**src/rtl/if_id_queue.sv**
```systemverilog
// Two-entry fetch/decode queue with JMP redirect; optional same-cycle bypass via IFID_BYPASS_EN.
// Latency: write to id_valid is 1 cycle (0 cycles when bypassing into an empty queue).
// Backpressure: if_ready drops when both entries are full; fetch words are discarded during a redirect.
module if_id_queue (
    input  logic       clock,
    input  logic       reset_n,
    input  logic [7:0] if_inst,
    input  logic [7:0] if_pc,
    input  logic       if_valid,
    output logic       if_ready,
    input  logic       id_ready,
    output logic       id_valid,
    output logic [3:0] id_opcode,
    output logic [1:0] id_ra,
    output logic [1:0] id_rb,
    output logic [7:0] id_pc,
    output logic [7:0] pcj_mux,
    output logic       choice_mux,
    output logic [1:0] count
);

    logic [7:0] r_inst [2];
    logic [7:0] r_pc   [2];
    logic       r_wptr;
    logic       r_rptr;
    logic [1:0] r_count;
    logic       r_choice;
    logic [7:0] r_pcj;

    logic       w_bypass;
    logic       w_id_valid;
    logic [7:0] w_head_inst;
    logic [7:0] w_head_pc;
    logic       w_read;
    logic       w_pop;
    logic       w_jmp_read;
    logic       w_discard;
    logic       w_write;
    logic [7:0] w_target;

`ifdef IFID_BYPASS_EN
    // Fetch word is shown directly only when nothing is stored and no redirect is draining.
    assign w_bypass = (r_count == 2'd0) && if_valid && !r_choice;
`else
    assign w_bypass = 1'b0;
`endif

    assign w_id_valid  = (r_count != 2'd0) || w_bypass;
    assign w_head_inst = w_bypass ? if_inst : r_inst[r_rptr];
    assign w_head_pc   = w_bypass ? if_pc   : r_pc[r_rptr];

    assign w_read     = w_id_valid && id_ready;
    assign w_pop      = w_read && !w_bypass;
    assign w_jmp_read = w_read && (w_head_inst[7:4] == 4'hF);
    assign w_discard  = w_jmp_read || r_choice;
    assign w_write    = if_valid && if_ready && !w_discard && !(w_bypass && id_ready);
    assign w_target   = w_head_pc + {{4{w_head_inst[3]}}, w_head_inst[3:0]};

    assign if_ready   = (r_count < 2'd2);
    assign id_valid   = w_id_valid;
    assign id_opcode  = w_id_valid ? w_head_inst[7:4] : 4'h0;
    assign id_ra      = w_id_valid ? w_head_inst[3:2] : 2'h0;
    assign id_rb      = w_id_valid ? w_head_inst[1:0] : 2'h0;
    assign id_pc      = w_id_valid ? w_head_pc        : 8'h00;
    assign pcj_mux    = r_pcj;
    assign choice_mux = r_choice;
    assign count      = r_count;

    always_ff @(posedge clock or negedge reset_n) begin
        if (!reset_n) begin
            r_inst[0] <= 8'h00;
            r_inst[1] <= 8'h00;
            r_pc[0]   <= 8'h00;
            r_pc[1]   <= 8'h00;
            r_wptr    <= 1'b0;
            r_rptr    <= 1'b0;
            r_count   <= 2'd0;
            r_choice  <= 1'b0;
            r_pcj     <= 8'h00;
        end else begin
            r_choice <= w_jmp_read;
            if (w_jmp_read) begin
                // Redirect flushes everything fetched down the wrong path.
                r_pcj   <= w_target;
                r_count <= 2'd0;
                r_wptr  <= 1'b0;
                r_rptr  <= 1'b0;
            end else begin
                if (w_write) begin
                    r_inst[r_wptr] <= if_inst;
                    r_pc[r_wptr]   <= if_pc;
                    r_wptr         <= ~r_wptr;
                end
                if (w_pop) begin
                    r_rptr <= ~r_rptr;
                end
                case ({w_write, w_pop})
                    2'b10:   r_count <= r_count + 2'd1;
                    2'b01:   r_count <= r_count - 2'd1;
                    default: r_count <= r_count;
                endcase
            end
        end
    end

endmodule

```
**config.mk**
```make
export PLATFORM = sky130hd
export DESIGN_NAME = if_id_queue
export DESIGN_NICKNAME = d
export VERILOG_FILES = /design/src/rtl/if_id_queue.sv
export SDC_FILE = /design/constraint.sdc
export NUM_CORES = 1
export LEC_CHECK = 0
export CAP_MARGIN = 20
export CORE_MARGIN = 5
export CORE_UTILIZATION = 35
export CTS_CLUSTER_DIAMETER = 80
export DETAILED_ROUTE_END_ITERATION = 6
export PLACE_DENSITY_LB_ADDON = 0.25
export SYNTH_ARGS = -nofsm -noshare
export SYNTH_HDL_FRONTEND = slang
export SYNTH_SLANG_ARGS = --single-unit
export TNS_END_PERCENT = 50
```
**constraint.sdc**
```tcl
create_clock -name clock -period 4.7 [get_ports clock]
set_input_delay 0.94 -clock clock [delete_from_list [all_inputs] [get_ports clock]]
set_output_delay 0.94 -clock clock [all_outputs]
set_load 0.005 [all_outputs]
```
==> results.sh <==
export IMPL_cp_startpoint="r_rptr$_DFFE_PN0P_"
export IMPL_clock_latency_ns=0.30
export IMPL_place_hpwl_mm=3.58
export IMPL_routed_via_density=4.89
export IMPL_cp_start_kind="flop"
export IMPL_slew_headroom_pct=31.0
export IMPL_grt_max_degree=46
export IMPL_cp_required_ns=3.76
export IMPL_cts_tree="yes"
export IMPL_grt_pass1_wl_mm=8.49
export IMPL_timing_rr_start="r_rptr$_DFFE_PN0P_"
export IMPL_wirelength_mm=5.11
export IMPL_clock_root_buffer="clkbuf_8"
export IMPL_hp_class="primary input to async pin"
export IMPL_drive_above_1_share_pct=23.8
export IMPL_p_switching_uw=892
export IMPL_crit_arrival_ns=2.31
export IMPL_powerDensity_nw_per_um2=815
export IMPL_drt_iter0_drc=41
export IMPL_worstSetupPathType="flop to output pin"
export IMPL_maxSlewViolCount=0
export IMPL_setup_violations=0
export IMPL_critPathMaxFanout=20
export IMPL_cts_resized_gates=0
export IMPL_synth_cells=194
export IMPL_grt_ovfl_total=0
export IMPL_antennaDiodeCount=0
export IMPL_yosys_warnings=0
export IMPL_cts_sinks=45
export IMPL_final_cells=324
export IMPL_n_fill_cell=630
export IMPL_swShare_pct=36.3
export IMPL_core_um2=6680
export IMPL_finalCriticalPeriod_ns=3.25
export IMPL_cts_setup_buffers=0
export IMPL_combPwrFrac_pct=58.7
export IMPL_routedWlPerCell_um=15.8
export IMPL_cts_buffers=5
export IMPL_rrSetupSlack_ns=1.68
export IMPL_p_leak_uw=0.00130
export IMPL_nets=271
export IMPL_clkTransAtPathRegs_ns=0.09
export IMPL_seqPwrFrac_pct=29.2
export IMPL_cts_hold_buf=0
export IMPL_setup_tns_final_ns=0
export IMPL_drv_cap=0
export IMPL_worst_setup_path_end_kind="output pin"
export IMPL_ys_ff_latch=45
export IMPL_fin_crit_sh_pct=69.1
export IMPL_synth_seq_area_share_pct=47.8
export IMPL_hold_ws_ns=0.450
export IMPL_vias=1583
export IMPL_postSynthAreaPerCell_um2=12.2
export IMPL_status="completed"
export IMPL_r2r_end="pcj_mux[6]$_DFFE_PN0P_"
export IMPL_dr_pass1_iters=4
export IMPL_place_inst=315
export IMPL_power_frac_clock_pct=12.1
export IMPL_synth_cell_type_count=36
export IMPL_grt_util_all_layers_pct=12.8
export IMPL_portBuffers=48
export IMPL_die_h_um=92.1
export IMPL_die_w_um=92.1
export IMPL_row_count=30
export IMPL_total_power_uw=2460
export IMPL_final_common_cell="clkdlybuf4s50_1"
export IMPL_antenna_found_initial=0
export IMPL_internal_power_uw=1560
export IMPL_ant_nets=0
export IMPL_synth_nets=222
export IMPL_htree_levels=2
export IMPL_syn_area_um2=2360
export IMPL_finClkSkew_ns=0.0151
export IMPL_vdd_drop_max_v=0.000376
export IMPL_fmax_mhz=308
export IMPL_final_cell_mix="47 x clkdlybuf4s50_1, 45 x dfrtp_1, 32 x mux2_2, 14 x nand2_1, 12 x o21ai_0"
export IMPL_worst_pin_slew_ns=1.03
export IMPL_area_growth_pct=27.9
export IMPL_start_util_pct=35.3
export IMPL_hold_violations=0
export IMPL_drc=0
export IMPL_reg2reg_depth=8
export IMPL_ctsLongestPathBuffers=2
export IMPL_dieArea_um2=8480
export IMPL_grt_pass1_vias=1669
export IMPL_rsz0062_at_grt="false"
export IMPL_pin_count=49
export IMPL_gp_congestion=0.764
-- critical path, stage by stage, from the launching register on --
cell	delay (ns)
dfrtp_1	0.93
mux2_2	0.46
and2_1	0.17
clkdlybuf4s50_1	0.44
-- synthesized netlist by cell type --
master     instances  area [um^2]
inv_4              1         6.26
inv_2              1         3.75
a2bb2oi_1          1         8.76
and2_1            10         62.6
a21o_4             1         15.0
o21ai_0           12         60.1
inv_1              3         11.3
nand4_1            1         6.26
nor2b_1            1         6.26
mux2_2            32          360
nand2_1           14         52.6
and3_1             2         12.5
a21o_1             2         15.0
o21bai_1           2         15.0
nand2b_1           1         6.26
nor3_1             1         5.00
a31oi_1            1         6.26
dfrtp_1           45         1130
mux2_4            10          150
nand3_2            1         10.0
buf_12             1         20.0
fa_1               1         20.0
mux2i_1            6         60.1
xor2_1             4         35.0
nor2_4             1         11.3
nand3_1            3         15.0
a21oi_1            5         25.0
nand2_2            1         6.26
buf_4              1         7.51
nor2_1             9         33.8
buf_2              2         10.0
nor3_4             1         16.3
xnor2_1            5         43.8
a211oi_1           2         15.0
ha_1               7         87.6
clkbuf_1           3         11.3
-- sequential cells by signal, indices dropped and copies added, names as in the netlist --
name	count
count	2
choice_mux	1
r_inst	16
pcj_mux	8
r_pc	16
r_wptr	1
r_rptr	1
-- through the flow --
step / area [um^2] / worst slack (ns) / util, %
after floorplan: 2360 / 2.11 / -
after global routing: 3020 / 1.36 / 45.1
after global placement: 2880 / 1.51 / 43.2
final: 3020 / 1.45 / 45.1
after detailed placement: 2880 / 1.44 / 43.2
after CTS: 3000 / 1.44 / 44.8
-- routing by layer --
layer | global-route usage [%] | vias up | routed length (um)
met2 | 20.3 | 37 | 2350
met4 | 2.97 | 0 | 53
li1 | - | 778 | -
met1 | 16.7 | 763 | 2430
met5 | 0 | - | 0
met3 | 4.51 | 5 | 269
-- power by group through the flow --
stage	registers [uW]	logic (uW)	clock network, uW
2_1_floorplan	669	986	0
3_3_place_gp	723	1450	0
3_5_place_dp	723	1460	0
4_1_cts	719	1470	305
5_1_grt	743	1600	323
6_report	717	1440	296
-- logic make-up after synthesis --
family | share of synthesized area (%)
multiplexers | 24.2
XOR/XNOR | 3.34
flip-flops | 47.8
AO/OA/AOI/OAI | 6.79
buffers and inverters | 2.97
AND/OR/NAND/NOR | 10.4
adder cells (fa/ha/maj) | 4.56
-- cell type report --
class	instances	area (um^2)	share of cell area, %
Timing Repair Buffer	49	495	16.4
Tap cell	80	100	3.32
Multi-Input combinational cell	137	1160	38.5
Clock inverter	2	38.8	1.29
Inverter	5	21.3	0.705
Sequential cell	45	1130	37.3
Clock buffer	6	72.6	2.41
-- worst max path at each step --
| stage | cells past startpoint | endpoint | slack, ns |
|---|---|---|---|
| after global placement | 6 | r_pc[14]$_DFFE_PN0P_ | 1.51 |
| after floorplan | 10 | pcj_mux[6]$_DFFE_PN0P_ | 2.11 |
| after detailed placement | 6 | r_pc[14]$_DFFE_PN0P_ | 1.44 |
| final | 3 | id_ra[0] | 1.45 |
| after global routing | 3 | id_rb[1] | 1.36 |
| after CTS | 3 | id_rb[1] | 1.44 |
No activity file was read; power rests on OpenSTA's default activity.
